`config.mk`:
```
export PLATFORM = sky130hd
export DESIGN_NAME = feature_stream_serializer_flat
export DESIGN_NICKNAME = d
export VERILOG_FILES = /design/src/rtl/feature_stream_serializer_pkg.sv /design/src/rtl/feature_stream_serializer_if.sv /design/src/rtl/pixel_skid_buffer.sv /design/src/rtl/feature_stream_serializer.sv /design/src/flat_wrapper.sv
export SDC_FILE = /design/constraint.sdc
export NUM_CORES = 1
export LEC_CHECK = 0
export BUFFER_PORTS_ARGS = -buffer_cell sky130_fd_sc_hd__buf_4
export CAP_MARGIN = 20
export CORE_ASPECT_RATIO = 0.7
export CORE_MARGIN = 1
export CORE_UTILIZATION = 40
export DETAILED_ROUTE_END_ITERATION = 7
export PLACE_DENSITY_LB_ADDON = 0.15
export SLEW_MARGIN = 30
export SYNTH_ARGS = -nofsm -noshare
export SYNTH_HDL_FRONTEND = slang
export SYNTH_HIERARCHICAL = 1
export SYNTH_SLANG_ARGS = --single-unit
```
`constraint.sdc`:
```
create_clock -name clk -period 1.8 [get_ports clk]
set_input_delay 0.45 -clock clk [delete_from_list [all_inputs] [get_ports clk]]
set_output_delay 0.45 -clock clk [all_outputs]
set_load 0.03 [all_outputs]
```
`src/rtl/feature_stream_serializer_pkg.sv`:
```
// Shared types and width helpers for the feature stream serializer blocks.
// The SERIALIZER_SKID_EN build option lives in the top-level module.
package feature_stream_serializer_pkg;

   localparam int unsigned DEF_N            = 16;
   localparam int unsigned DEF_CHANNELS     = 16;
   localparam int unsigned DEF_FEATURE_SIZE = 112;

   typedef enum logic [1:0] {
      IDLE   = 2'd0,
      FETCH  = 2'd1,
      STREAM = 2'd2,
      DONE   = 2'd3
   } ser_state_e;

   // Pixel counter must reach FEATURE_SIZE*FEATURE_SIZE without wrapping.
   function automatic int unsigned pix_cnt_width(input int unsigned feature_size);
      return $clog2(feature_size * feature_size + 1);
   endfunction

endpackage

```
`src/rtl/feature_stream_serializer_if.sv`:
```
// Control, pixel input and channel output bundle of the feature stream serializer.
interface feature_stream_serializer_if
   import feature_stream_serializer_pkg::*;
#(
   parameter int unsigned N        = DEF_N,
   parameter int unsigned CHANNELS = DEF_CHANNELS
);
   localparam int unsigned CW = $clog2(CHANNELS);

   logic                  en;
   logic                  start;
   logic [CHANNELS*N-1:0] pixel_in;
   logic                  pixel_valid;
   logic                  pixel_ready;
   logic [N-1:0]          data_out;
   logic [CW-1:0]         channel_out;
   logic                  valid_out;
   logic                  last_channel;
   logic                  busy;
   logic                  done;

   modport master (
      output en, start, pixel_in, pixel_valid,
      input  pixel_ready, data_out, channel_out, valid_out, last_channel, busy, done
   );

   modport slave (
      input  en, start, pixel_in, pixel_valid,
      output pixel_ready, data_out, channel_out, valid_out, last_channel, busy, done
   );

endinterface

```
`src/rtl/pixel_skid_buffer.sv`:
```
// One-entry pixel holding register used to prefetch the next pixel while streaming.
module pixel_skid_buffer #(
   parameter int unsigned W = 8
) (
   input  logic         clk,
   input  logic         rst_n,
   input  logic         push,
   input  logic         pop,
   input  logic [W-1:0] din,
   output logic [W-1:0] dout,
   output logic         full
);

   logic [W-1:0] data_q;
   logic         full_q;

   // push and pop are never asserted together by the serializer
   always_ff @(posedge clk or negedge rst_n) begin
      if (!rst_n) begin
         data_q <= '0;
         full_q <= 1'b0;
      end else if (push) begin
         data_q <= din;
         full_q <= 1'b1;
      end else if (pop) begin
         full_q <= 1'b0;
      end
   end

   assign dout = data_q;
   assign full = full_q;

endmodule

```
`src/rtl/feature_stream_serializer.sv`:
```
// Serializes CHANNELS-wide pixels into one channel word per cycle for a full frame.
// Define SERIALIZER_SKID_EN to prefetch the next pixel and remove the inter-pixel bubble.
module feature_stream_serializer
   import feature_stream_serializer_pkg::*;
#(
   parameter int unsigned N            = DEF_N,
   parameter int unsigned CHANNELS     = DEF_CHANNELS,
   parameter int unsigned FEATURE_SIZE = DEF_FEATURE_SIZE
) (
   input logic                         clk,
   input logic                         rst_n,
   feature_stream_serializer_if.slave  sif
);

   localparam int unsigned CW    = $clog2(CHANNELS);
   localparam int unsigned FRAME = FEATURE_SIZE * FEATURE_SIZE;
   localparam int unsigned PW    = pix_cnt_width(FEATURE_SIZE);
   localparam int unsigned PIXW  = CHANNELS * N;

   ser_state_e     state_q, state_d;
   logic [CW-1:0]  ch_q, ch_d;
   logic [PW-1:0]  cnt_q, cnt_d;
   logic [PIXW-1:0] pix_q, pix_d;
   logic [N-1:0]   data_q, data_d;
   logic [CW-1:0]  chan_q, chan_d;
   logic           valid_q, valid_d;
   logic           last_q, last_d;
   logic           busy_q, busy_d;
   logic           done_q, done_d;
   logic           last_edge_c;
   logic           ready_c;

   assign last_edge_c = (state_q == STREAM) && (ch_q == CW'(CHANNELS - 1));

`ifdef SERIALIZER_SKID_EN
   logic            skid_full;
   logic            skid_room_c;
   logic            skid_acc_c;
   logic            skid_push_c;
   logic            skid_pop_c;
   logic [PIXW-1:0] skid_data;

   // Prefetch only while pixels beyond the current one remain in the frame
   assign skid_room_c = (state_q == STREAM) && !skid_full &&
                        ((32'(cnt_q) + 32'd1) < FRAME);
   assign skid_acc_c  = sif.en && sif.pixel_valid && skid_room_c;
   assign skid_push_c = skid_acc_c && !last_edge_c;

   pixel_skid_buffer #(.W(PIXW)) u_skid (
      .clk   (clk),
      .rst_n (rst_n),
      .push  (skid_push_c),
      .pop   (skid_pop_c),
      .din   (sif.pixel_in),
      .dout  (skid_data),
      .full  (skid_full)
   );

   assign ready_c = (state_q == FETCH) || skid_room_c;
`else
   assign ready_c = (state_q == FETCH);
`endif

   assign sif.pixel_ready = sif.en && ready_c;

   // Next-state and output-register logic; en low holds every register
   always_comb begin
      state_d = state_q;
      ch_d    = ch_q;
      cnt_d   = cnt_q;
      pix_d   = pix_q;
      data_d  = data_q;
      chan_d  = chan_q;
      valid_d = valid_q;
      last_d  = last_q;
`ifdef SERIALIZER_SKID_EN
      skid_pop_c = 1'b0;
`endif
      if (sif.en) begin
         valid_d = 1'b0;
         last_d  = 1'b0;
         case (state_q)
            IDLE, DONE: begin
               if (sif.start) begin
                  state_d = FETCH;
                  ch_d    = '0;
                  cnt_d   = '0;
               end
            end
            FETCH: begin
               if (sif.pixel_valid) begin
                  pix_d   = sif.pixel_in;
                  state_d = STREAM;
               end
            end
            STREAM: begin
               data_d  = pix_q[32'(ch_q) * N +: N];
               chan_d  = ch_q;
               valid_d = 1'b1;
               last_d  = last_edge_c;
               if (last_edge_c) begin
                  ch_d  = '0;
                  cnt_d = cnt_q + 1'b1;
                  if (cnt_q == PW'(FRAME - 1)) begin
                     state_d = DONE;
                  end else begin
`ifdef SERIALIZER_SKID_EN
                     if (skid_full) begin
                        pix_d      = skid_data;
                        skid_pop_c = 1'b1;
                     end else if (skid_acc_c) begin
                        pix_d = sif.pixel_in;
                     end else begin
                        state_d = FETCH;
                     end
`else
                     state_d = FETCH;
`endif
                  end
               end else begin
                  ch_d = ch_q + 1'b1;
               end
            end
            default: state_d = IDLE;
         endcase
      end
      busy_d = (state_d == FETCH) || (state_d == STREAM);
      done_d = (state_d == DONE);
   end

   always_ff @(posedge clk or negedge rst_n) begin
      if (!rst_n) begin
         state_q <= IDLE;
         ch_q    <= '0;
         cnt_q   <= '0;
         pix_q   <= '0;
         data_q  <= '0;
         chan_q  <= '0;
         valid_q <= 1'b0;
         last_q  <= 1'b0;
         busy_q  <= 1'b0;
         done_q  <= 1'b0;
      end else begin
         state_q <= state_d;
         ch_q    <= ch_d;
         cnt_q   <= cnt_d;
         pix_q   <= pix_d;
         data_q  <= data_d;
         chan_q  <= chan_d;
         valid_q <= valid_d;
         last_q  <= last_d;
         busy_q  <= busy_d;
         done_q  <= done_d;
      end
   end

   assign sif.data_out     = data_q;
   assign sif.channel_out  = chan_q;
   assign sif.valid_out    = valid_q;
   assign sif.last_channel = last_q;
   assign sif.busy         = busy_q;
   assign sif.done         = done_q;

endmodule

```
`src/flat_wrapper.sv`:
```
// flat-port wrapper written by rule: the top's interface ports become plain ports
module feature_stream_serializer_flat import feature_stream_serializer_pkg::*;
#(
   parameter int unsigned N            = DEF_N,
   parameter int unsigned CHANNELS     = DEF_CHANNELS,
   parameter int unsigned FEATURE_SIZE = DEF_FEATURE_SIZE
)
  (clk, rst_n, sif_en, sif_start, sif_pixel_in, sif_pixel_valid, sif_pixel_ready, sif_data_out, sif_channel_out, sif_valid_out, sif_last_channel, sif_busy, sif_done);
  feature_stream_serializer_if #(.N(N), .CHANNELS(CHANNELS)) sif_i ();
  input logic clk;
  input logic rst_n;
  input wire logic [$bits(sif_i.en)-1:0] sif_en;
  input wire logic [$bits(sif_i.start)-1:0] sif_start;
  input wire logic [$bits(sif_i.pixel_in)-1:0] sif_pixel_in;
  input wire logic [$bits(sif_i.pixel_valid)-1:0] sif_pixel_valid;
  output wire logic [$bits(sif_i.pixel_ready)-1:0] sif_pixel_ready;
  output wire logic [$bits(sif_i.data_out)-1:0] sif_data_out;
  output wire logic [$bits(sif_i.channel_out)-1:0] sif_channel_out;
  output wire logic [$bits(sif_i.valid_out)-1:0] sif_valid_out;
  output wire logic [$bits(sif_i.last_channel)-1:0] sif_last_channel;
  output wire logic [$bits(sif_i.busy)-1:0] sif_busy;
  output wire logic [$bits(sif_i.done)-1:0] sif_done;
  assign sif_i.en = sif_en;
  assign sif_i.start = sif_start;
  assign sif_i.pixel_in = sif_pixel_in;
  assign sif_i.pixel_valid = sif_pixel_valid;
  assign sif_pixel_ready = sif_i.pixel_ready;
  assign sif_data_out = sif_i.data_out;
  assign sif_channel_out = sif_i.channel_out;
  assign sif_valid_out = sif_i.valid_out;
  assign sif_last_channel = sif_i.last_channel;
  assign sif_busy = sif_i.busy;
  assign sif_done = sif_i.done;
  feature_stream_serializer #(.N(N), .CHANNELS(CHANNELS), .FEATURE_SIZE(FEATURE_SIZE)) u_core (.clk(clk), .rst_n(rst_n), .sif(sif_i));
endmodule
```
==> results.json, run 1 <==
{
  "result_of_the_run": "finished with violations",
  "failed_checks": "negative setup slack",
  "post-layout-total-power_mw": 32.7,
  "drt-wirelength-per-cell_um": 23.1,
  "synth-seq-area-share_pct": 55.5,
  "cts-htree-levels": 1,
  "fillers": 2651,
  "track_usage_pct": 24.4,
  "overflow": 0,
  "detail_route.vias_per_cell": 5.31,
  "synth_warnings": 6,
  "cell_with_the_biggest_individual_delay_on_the_critical_path": "sky130_fd_sc_hd__dfrtp_1",
  "vias_in_the_first_global_route": 10200,
  "syn2layout_area_growth_pct": 47.8,
  "critical_path_buf_inv_count": 4,
  "worstPathMaxFanout": 2,
  "largest_net_degree_at_the_start_of_global_routing": 65,
  "muxShareOfSynthArea_pct": 31.2,
  "effective_utilization_at_floorplan_pct": 41.3,
  "placement.cell_area_mm2": 0.0170,
  "finalCriticalPeriod_ps": 2050,
  "drt-pass1-iter-count": 5,
  "number_of_enable_type_register_cells_in_the_synthesized_netlist": 0,
  "num-nets-final": 1704,
  "critPathCaptureType": "output port",
  "slowest_delay_ps": 390,
  "critical_path_data_required_time_ps": 1350,
  "power-per-cell-area_mw_per_mm2": 1640,
  "die_width_um": 222,
  "clock_insertion_delay_worst_skew_ps": 590,
  "post-route-drc-count": 0,
  "yosys.area_share.adder_pct": 0.463,
  "grt.met1_usage_pct": 37.7,
  "mappedNetlistNets": 1283,
  "total_of_flip_flops_plus_latches_after_synthesis": 300,
  "cpMostUsedCell": "sky130_fd_sc_hd__buf_6",
  "cp_cell_sequence": "buf_6 > inv_4 > ha_4 > and2_4 > buf_6 > buf_6",
  "main_combinational_cell_family_by_area_after_synthesis": "multiplexers",
  "clockBufferDepth": 3,
  "placement_rows": 55,
  "gr-max-usage-layer": "met1",
  "synth_top_cell_area_share_pct": 55.5,
  "drtIter0Drc": 614,
  "worst_setup_timing_slack_at_the_placement_stage_ps": -267,
  "io_pins": 286,
  "post_synth_instance_area_mm2": 0.0135,
  "gpl.final_weighted_congestion": 0.849,
  "routed-via-count": 10000,
  "synth-simple-area-share_pct": 5.28,
  "die-height_um": 156,
  "fmax_mhz": 489,
  "synth_area_leaders": "sky130_fd_sc_hd__dfrtp_1, sky130_fd_sc_hd__mux2_2, sky130_fd_sc_hd__mux2i_1, sky130_fd_sc_hd__a22oi_1, sky130_fd_sc_hd__nand3_1",
  "post_synth_num_cell_types": 38,
  "post_synth.cell_area_avg_um2": 13.3,
  "postLayoutCellArea_mm2": 0.0200,
  "drtAntennaViolNets": 0,
  "grt_first_pass_wirelength_mm": 63.1,
  "cts-root-buf": "sky130_fd_sc_hd__clkbuf_16",
  "period_utilization_post_route_pct": 114,
  "synthFlopType": "sky130_fd_sc_hd__dfrtp_1",
  "final_worst_setup_slack_ps": -246,
  "final_max_slew_viol_count": 0,
  "tritoncts": "built",
  "cts_sinks": 300,
  "synth_xor_xnor_area_share_pct": 0.0648,
  "crit_arrival_ps": 1600,
  "power.static_leakage_nw": 9.31,
  "initial_antenna_violation_count": 4,
  "core_ar_mm2": 0.0328,
  "path_class": "flop to output port",
  "path_clk_slew_ps": 60,
  "total_clock_buffers_created_by_cts": 31,
  "worst_slew_margin_rel_pct": 65.5,
  "use_met2_pct": 34.6,
  "postSynth.asyncResetShare_pct": 100,
  "critical-path-top-delay-family": "flip-flops",
  "yosys-top-cells-count": "sky130_fd_sc_hd__dfrtp_1, sky130_fd_sc_hd__mux2_2, sky130_fd_sc_hd__mux2i_1",
  "timing.final.hold_violations": 0,
  "rsz0062_at_grt": "true",
  "setup_violations": 260,
  "post_route_cells_drive_above_1_share_pct": 55.4,
  "met3_usage_pct": 5.40,
  "compound_gate_fraction_of_synth_area_pct": 4.87,
  "dp_hpwl_mm": 30.1,
  "max-cap-violations": 0,
  "syn_inst": 1017,
  "totalWireLength_mm": 43.8,
  "worst_pin_slew_ps": 518,
  "crit_path_start_kind": "flop",
  "io_buffers": 285,
  "type_of_the_tightest_min_delay_check": "primary input to flop",
  "peakVddDrop_v": 0.000861,
  "floorplan.die_area_mm2": 0.0346,
  "yosysMostFrequentCell": "sky130_fd_sc_hd__dfrtp_1",
  "fin_worst_skew_ps": 25.6,
  "post-synth-top-area-cell": "sky130_fd_sc_hd__dfrtp_1"
}
==> layer usage <==
| layer | wire [um] | share of wire, % |
|---|---|---|
| met3 | 2640 | 6.0 |
| met4 | 800 | 1.8 |
| met5 | 13 | 0.030 |
| met2 | 18400 | 42 |
| met1 | 22000 | 50 |
==> worst reg2reg max path: cells and delay by family (launching register included) <==
kind | cells | cell delay, ps
DFF | 1 | 390
buffers and inverters | 7 | 880
and+or+nand+nor | 2 | 210
muxes | 1 | 310
adders and majority gates | 1 | 120
==> sequential cells by signal (all words and copies together) (netlist names), named ones only <==
signal                   flops
u_core/sif.data_out         16
u_core/ch_q                  4
u_core/sif.done              1
u_core/sif.channel_out       4
u_core/sif.busy              1
u_core/cnt_q                14
u_core/state_q               1
u_core/sif.last_channel      1
u_core/sif.valid_out         1
u_core/pix_q               256
==> logic make-up (layout without fill, tap and decap cells) <==
family	after synthesis	count (layout)
XOR/XNOR	1	1
multiplexers	389	389
adder cells (fa/ha/maj)	5	5
other	0	3
AO/OA/AOI/OAI	99	101
AND/OR/NAND/NOR	146	147
flip-flops	300	300
buffers and inverters	77	518
==> timing repair <==
action	4_1_cts	5_1_grt
setup endpoints to repair	147	288
buffers inserted	21	25
hold buffers	1	0
gates cloned	15	9
gates resized for setup	117	160
pin swaps	8	2
hold endpoints to repair	26	0
==> cell type report <==
class,count,area (um^2),area share [%]
multi-input combinational,643,6430,32.2
tap,427,534,2.67
antenna,3,7.51,0.0376
clock inverter,14,154,0.770
inverter,9,36.3,0.182
timing repair buffer,453,4430,22.2
clock buffer,42,887,4.44
sequential,300,7510,37.6
==> path summary, 6_finish.rpt <==
check,start,endpoint,slack [ps],cells after the start
hold reg to reg,u_core/sif.channel_out[3],u_core/sif.channel_out[3],480,2
setup / recovery,flop,sif_pixel_ready,-250,6
hold / removal,sif_pixel_in[188],u_core/pix_q[188],90,2
setup reg to reg,flop,u_core/pix_q[181],-200,11
min in group asynchronous,rst_n,u_core/pix_q[24],330,2
max in group asynchronous,rst_n,u_core/pix_q[132],780,4
==> stage by stage <==
stage	hold slack (ps)	std cells	utilization [%]	TNS [ps]
after floorplan	154	1017	-	0
after global placement	336	1771	51.9	-3190
after detailed placement	337	1771	51.9	-4130
after CTS	68.9	1864	58.5	-21020
after global routing	75.2	1889	61.0	-40750
final	89.2	1891	61.0	-25780
==> report_power, final <==
group / switching, mW / leakage, nW / total [mW] / internal [mW]
Clock: 2.75 / 0.516 / 6.61 / 3.86
Combinational: 6.13 / 5.19 / 14.3 / 8.16
Sequential: 1.82 / 3.61 / 11.8 / 9.98
==> cell usage in the layout, fill, tap and decap left out, drive strengths merged, types with 2 or more instances in the layout <==
master	Yosys	final
a21oi	23	23
a221o	2	2
a22oi	48	48
and2	4	4
and3	3	3
buf	46	444
bufinv	0	3
clkbuf	22	49
clkinv	0	8
clkinvlp	0	2
dfrtp	300	300
diode	0	3
ha	5	5
inv	9	10
mux2	261	261
mux2i	128	128
nand2	55	55
nand3	51	51
nand4	8	8
nor2	6	7
nor2b	3	3
o2111ai	2	4
o21ai	17	17
o31ai	2	2
or3	10	10
No activity file was read; power rests on OpenSTA's default activity.
==> run 2: changes to the inputs <==
CORE_MARGIN = 3   (was 1)
clock period = 2.35 ns   (was 1.8 ns; I/O delays follow)
==> run 2 against run 1 <==
The run now ends clean. Clock power shrank 26%. Wire length shrank 12%. Non-clock buffer count shrank 128. Sequential cell count is the same. Global-route usage shrank 3.3 points. Critical path type unchanged.
==> results.json, run 2 (synthesis gave the netlist of run 1 again) <==
{
  "regArea_mm2": 0.00751,
  "path_clk_slew_ps": 70,
  "die_width_um": 226,
  "registers.top_by_ff_count": "u_core/pix_q",
  "floorplan.die_area_mm2": 0.0361,
  "layout.cells.most_common_list": "sky130_fd_sc_hd__buf_4, sky130_fd_sc_hd__dfrtp_1, sky130_fd_sc_hd__mux2_2",
  "crit_arrival_ps": 1640,
  "critPathCaptureType": "output port",
  "io_buffers": 285,
  "grt_first_pass_wirelength_mm": 58.5,
  "totalWireLength_mm": 38.7,
  "final_max_slew_viol_count": 0,
  "routed-via-count": 9268,
  "drt-wirelength-per-cell_um": 22.1,
  "setup_violations": 0,
  "peakVddDrop_v": 0.000479,
  "power.static_leakage_nw": 7.62,
  "worstPathMaxFanout": 4,
  "initial_antenna_violation_count": 2,
  "placement.cell_area_mm2": 0.0164,
  "dp_cells": 1700,
  "fillers": 2861,
  "n_antenna_cell": 0,
  "finalCriticalPeriod_ps": 2220,
  "dp_hpwl_mm": 28.8,
  "worst_pin_slew_ps": 625,
  "cts-htree-levels": 1,
  "total_clock_buffers_created_by_cts": 31,
  "layout_commonest_cell": "sky130_fd_sc_hd__buf_4",
  "result_of_the_run": "finished, final reports clean",
  "worst_slew_margin_rel_pct": 58.2,
  "vias_in_the_first_global_route": 9685,
  "drtIter0Drc": 579,
  "gpl.final_weighted_congestion": 0.786,
  "max-cap-violations": 0,
  "clock_insertion_delay_worst_skew_ps": 560,
  "period_utilization_post_route_pct": 94.7,
  "num-nets-final": 1573,
  "combined_area_of_the_multi_input_logic_cells_mm2": 0.00569,
  "fin_worst_skew_ps": 11.1,
  "core_ar_mm2": 0.0328,
  "final_core_util_pct": 53.1,
  "post_route_cells_drive_above_1_share_pct": 48.2,
  "overflow": 0,
  "cts-root-buf": "sky130_fd_sc_hd__clkbuf_16",
  "drt-pass1-iter-count": 6,
  "syn2layout_area_growth_pct": 28.9,
  "effective_utilization_at_floorplan_pct": 41.2,
  "io_pins": 286,
  "die-height_um": 160,
  "postLayoutCellArea_mm2": 0.0174,
  "detail_route.vias_per_cell": 5.28,
  "layout.cells.non_filler": 1755,
  "post-route-drc-count": 0,
  "fmax_mhz": 449,
  "post-layout-total-power_mw": 21.8,
  "track_usage_pct": 21.1,
  "crit_path_start_kind": "flop",
  "cts_sinks": 300,
  "largest_reg_flops": 256,
  "drtAntennaViolNets": 0,
  "critical_path_data_required_time_ps": 1760,
  "timing.final.hold_violations": 0,
  "type_of_the_tightest_min_delay_check": "primary input to flop",
  "placement_rows": 55,
  "rsz0062_at_grt": "false",
  "largest_net_degree_at_the_start_of_global_routing": 66,
  "tritoncts": "built",
  "power-per-cell-area_mw_per_mm2": 1250,
  "path_class": "flop to output port",
  "clockBufferDepth": 3,
  "setup_total_negative_slack_ps": 0,
  "post_cts_resized": 0
}
## run 2: report_power, final
group	internal [mW]	switching, mW
registers	7.64	1.24
logic	4.16	3.88
clock network	2.88	2.03
total	14.7	7.15
## run 2: worst paths after layout
path	start	to	slack, ps	depth (start not counted)
setup reg to reg	u_core/state_q[0]	u_core/sif.data_out[3]	240	7
min in group asynchronous	rst_n	u_core/cnt_q[13]	560	2
hold reg to reg	u_core/sif.data_out[4]	u_core/sif.data_out[4]	480	2
max in group asynchronous	rst_n	u_core/pix_q[88]	1060	3
setup / recovery	flop	sif_pixel_ready	130	4
hold / removal	sif_pixel_in[166]	u_core/pix_q[166]	250	2
## run 2: metal layers
layer / wire, um / global-route usage, %
met5: 40 / 0
met4: 996 / 5.17
met3: 2220 / 4.34
met2: 16900 / 31.5
met1: 18500 / 31.6
## run 2: through the flow
stage	setup slack [ps]	hold slack (ps)
CTS	81.6	217
finish	125	251
global route	3.10	226
detailed placement	312	471
floorplan	395	292
global placement	337	462
## run 2: timing repair
| item | in CTS | in global routing |
|---|---|---|
| hold buffers | 1 | 0 |
| hold endpoints to repair | 46 | 0 |
| buffers inserted | 0 | 0 |
## run 2: cell type report
class,instances,share of cell area (%)
Timing Repair Buffer,325,15.3
Multi-Input combinational cell,640,32.6
Tap cell,427,3.06
Sequential cell,300,43.1
Clock inverter,7,0.517
Clock buffer,47,5.25
Inverter,9,0.194
## run 2: critical path, cell delays in order (launching register included)
cell and delay, ps:
sky130_fd_sc_hd__dfrtp_1 410, sky130_fd_sc_hd__inv_1 90, sky130_fd_sc_hd__ha_1 190, sky130_fd_sc_hd__and2_1 200
sky130_fd_sc_hd__buf_4 190
==> run 3: changes to the inputs <==
CTS_CLUSTER_SIZE = 25   (was not set)
SETUP_SLACK_MARGIN = 0.15   (was not set)
==> run 3 against run 2 <==
Power about the same. Fmax up 3.8%. First-iteration DRC count is 5.7% lower. Clock skew up 1.6 ps.
==> results.json, run 3 (synthesis gave the netlist of run 1 again) <==
{
  "rsz0062_at_grt": "true",
  "worst_r2r_endpoint": "u_core/sif.data_out[11]",
  "post-route-drc-count": 0,
  "layout_commonest_cell": "sky130_fd_sc_hd__buf_4",
  "gr-max-usage-layer": "met1",
  "cts-htree-levels": 1,
  "reg_to_reg_critical_path_startpoint": "u_core/state_q[0]",
  "max-cap-violations": 0,
  "met3_usage_pct": 4.34,
  "initial_antenna_violation_count": 2,
  "tritoncts": "built",
  "slowest_delay_ps": 410,
  "drt-pass1-iter-count": 5,
  "largest_net_degree_at_the_start_of_global_routing": 66,
  "critPathCaptureType": "output port",
  "cp_cell_sequence": "inv_1 > ha_2 > and2_4 > buf_6",
  "peakVddDrop_v": 0.000479,
  "routed-via-count": 9310,
  "detail_route.vias_per_cell": 5.30,
  "use_met2_pct": 31.5,
  "post-layout-total-power_mw": 21.8,
  "io_pins": 286,
  "track_usage_pct": 21.1,
  "crit_arrival_ps": 1560,
  "vias_in_the_first_global_route": 9687,
  "layout.cells.most_common_list": "sky130_fd_sc_hd__buf_4, sky130_fd_sc_hd__dfrtp_1, sky130_fd_sc_hd__mux2_2",
  "fmax_mhz": 467,
  "fin_worst_skew_ps": 12.8,
  "dp_hpwl_mm": 28.8,
  "core_ar_mm2": 0.0328,
  "clockBufferDepth": 3,
  "result_of_the_run": "finished, final reports clean",
  "grt.met1_usage_pct": 31.5,
  "placement.cell_area_mm2": 0.0164,
  "worst_slew_margin_rel_pct": 59.7,
  "worst_pin_slew_ps": 602,
  "setup_violations": 0,
  "path_clk_slew_ps": 70,
  "post_route_cells_drive_above_1_share_pct": 48.3,
  "final_max_slew_viol_count": 0,
  "timing.reg2reg.worst_path_depth": 7,
  "power-per-cell-area_mw_per_mm2": 1250,
  "clock_insertion_delay_worst_skew_ps": 560,
  "registers.top_by_ff_count": "u_core/pix_q",
  "hold_path.startpoint": "sif_pixel_in[80]",
  "cts-root-buf": "sky130_fd_sc_hd__clkbuf_16",
  "grt_first_pass_wirelength_mm": 58.5,
  "worstHoldPathCells": 2,
  "path_class": "flop to output port",
  "placement_rows": 55,
  "power.static_leakage_nw": 7.63,
  "critical_path_data_required_time_ps": 1760,
  "cts_sinks": 300,
  "io_buffers": 285,
  "overflow": 0,
  "setup_total_negative_slack_ps": 0,
  "postLayoutCellArea_mm2": 0.0175,
  "crit_path_start_kind": "flop",
  "type_of_the_tightest_min_delay_check": "primary input to flop",
  "hold_path_end": "u_core/pix_q[80]",
  "reg2reg_setup_slack_ps": 280,
  "finalCriticalPeriod_ps": 2140,
  "gpl.final_weighted_congestion": 0.786,
  "worstPathMaxFanout": 4,
  "num-nets-final": 1573,
  "holdWs_ps": 250,
  "total_clock_buffers_created_by_cts": 31,
  "drtAntennaViolNets": 0,
  "period_utilization_post_route_pct": 91.2,
  "syn2layout_area_growth_pct": 29.0,
  "totalWireLength_mm": 38.8,
  "floorplan.die_area_mm2": 0.0361,
  "largest_reg_flops": 256,
  "cell_with_the_biggest_individual_delay_on_the_critical_path": "sky130_fd_sc_hd__dfrtp_1",
  "drt-wirelength-per-cell_um": 22.1,
  "cts_post_setup_buffers_inserted": 0,
  "effective_utilization_at_floorplan_pct": 41.2,
  "die_width_um": 226,
  "die-height_um": 160,
  "timing.final.hold_violations": 0,
  "drtIter0Drc": 546
}
-- run 3: critical path, delay by kind of cell (launching register included) --
| kind | cells | cell delay (ps) |
|---|---|---|
| DFF | 1 | 410 |
| buffers and inverters | 2 | 220 |
| adders and majority gates | 1 | 200 |
| and+or+nand+nor | 1 | 170 |
-- run 3: routing by layer --
metal / share of wire [%] / up-vias / wire length [um]
li1: - / 4286 / -
met1: 48 / 4697 / 18500
met2: 44 / 267 / 16900
met3: 5.9 / 56 / 2280
met4: 2.6 / 4 / 1000
met5: 0.10 / - / 40
-- run 3: power breakdown --
group | internal, mW | total, mW | switching [mW]
Sequential | 7.64 | 8.88 | 1.25
Clock | 2.88 | 4.90 | 2.02
Combinational | 4.17 | 8.06 | 3.88
Total | 14.7 | 21.8 | 7.15
-- run 3: layout make-up --
cell class | count | area [um^2]
Fill cell | 2862 | 15400
Tap cell | 427 | 534
Antenna cell | 2 | 5.00
Inverter | 9 | 33.8
Clock buffer | 47 | 916
Sequential cell | 300 | 7510
Clock inverter | 7 | 90.1
Timing Repair Buffer | 325 | 2670
Multi-Input combinational cell | 640 | 5690
-- run 3: how the worst max path moves through the flow --
stage / start / endpoint / slack (ps) / depth (start not counted)
final: flop / sif_pixel_ready / 210 / 4
after global routing: flop / sif_pixel_ready / 120 / 4
after CTS: flop / sif_pixel_ready / 160 / 4
after detailed placement: u_core/state_q[0] / u_core/sif.data_out[11] / 310 / 7
after global placement: u_core/state_q[0] / u_core/sif.data_out[11] / 340 / 7
after floorplan: flop / u_core/pix_q[0] / 390 / 7
-- run 3: what timing repair did --
| item | CTS | global route |
|---|---|---|
| endpoints found under the hold margin | 46 | 0 |
| gates cloned | 0 | 0 |
| gates resized for setup | 2 | 1 |
| endpoints found under the setup margin | 1 | 2 |
| hold buffers | 1 | 0 |
-- run 3: per-stage QoR --
step,instances,util (%),worst slack (ps)
floorplan,1017,-,395
global placement,1700,50.0,337
detailed placement,1700,50.0,312
CTS,1755,53.1,157
global route,1755,53.1,122
finish,1757,53.2,207
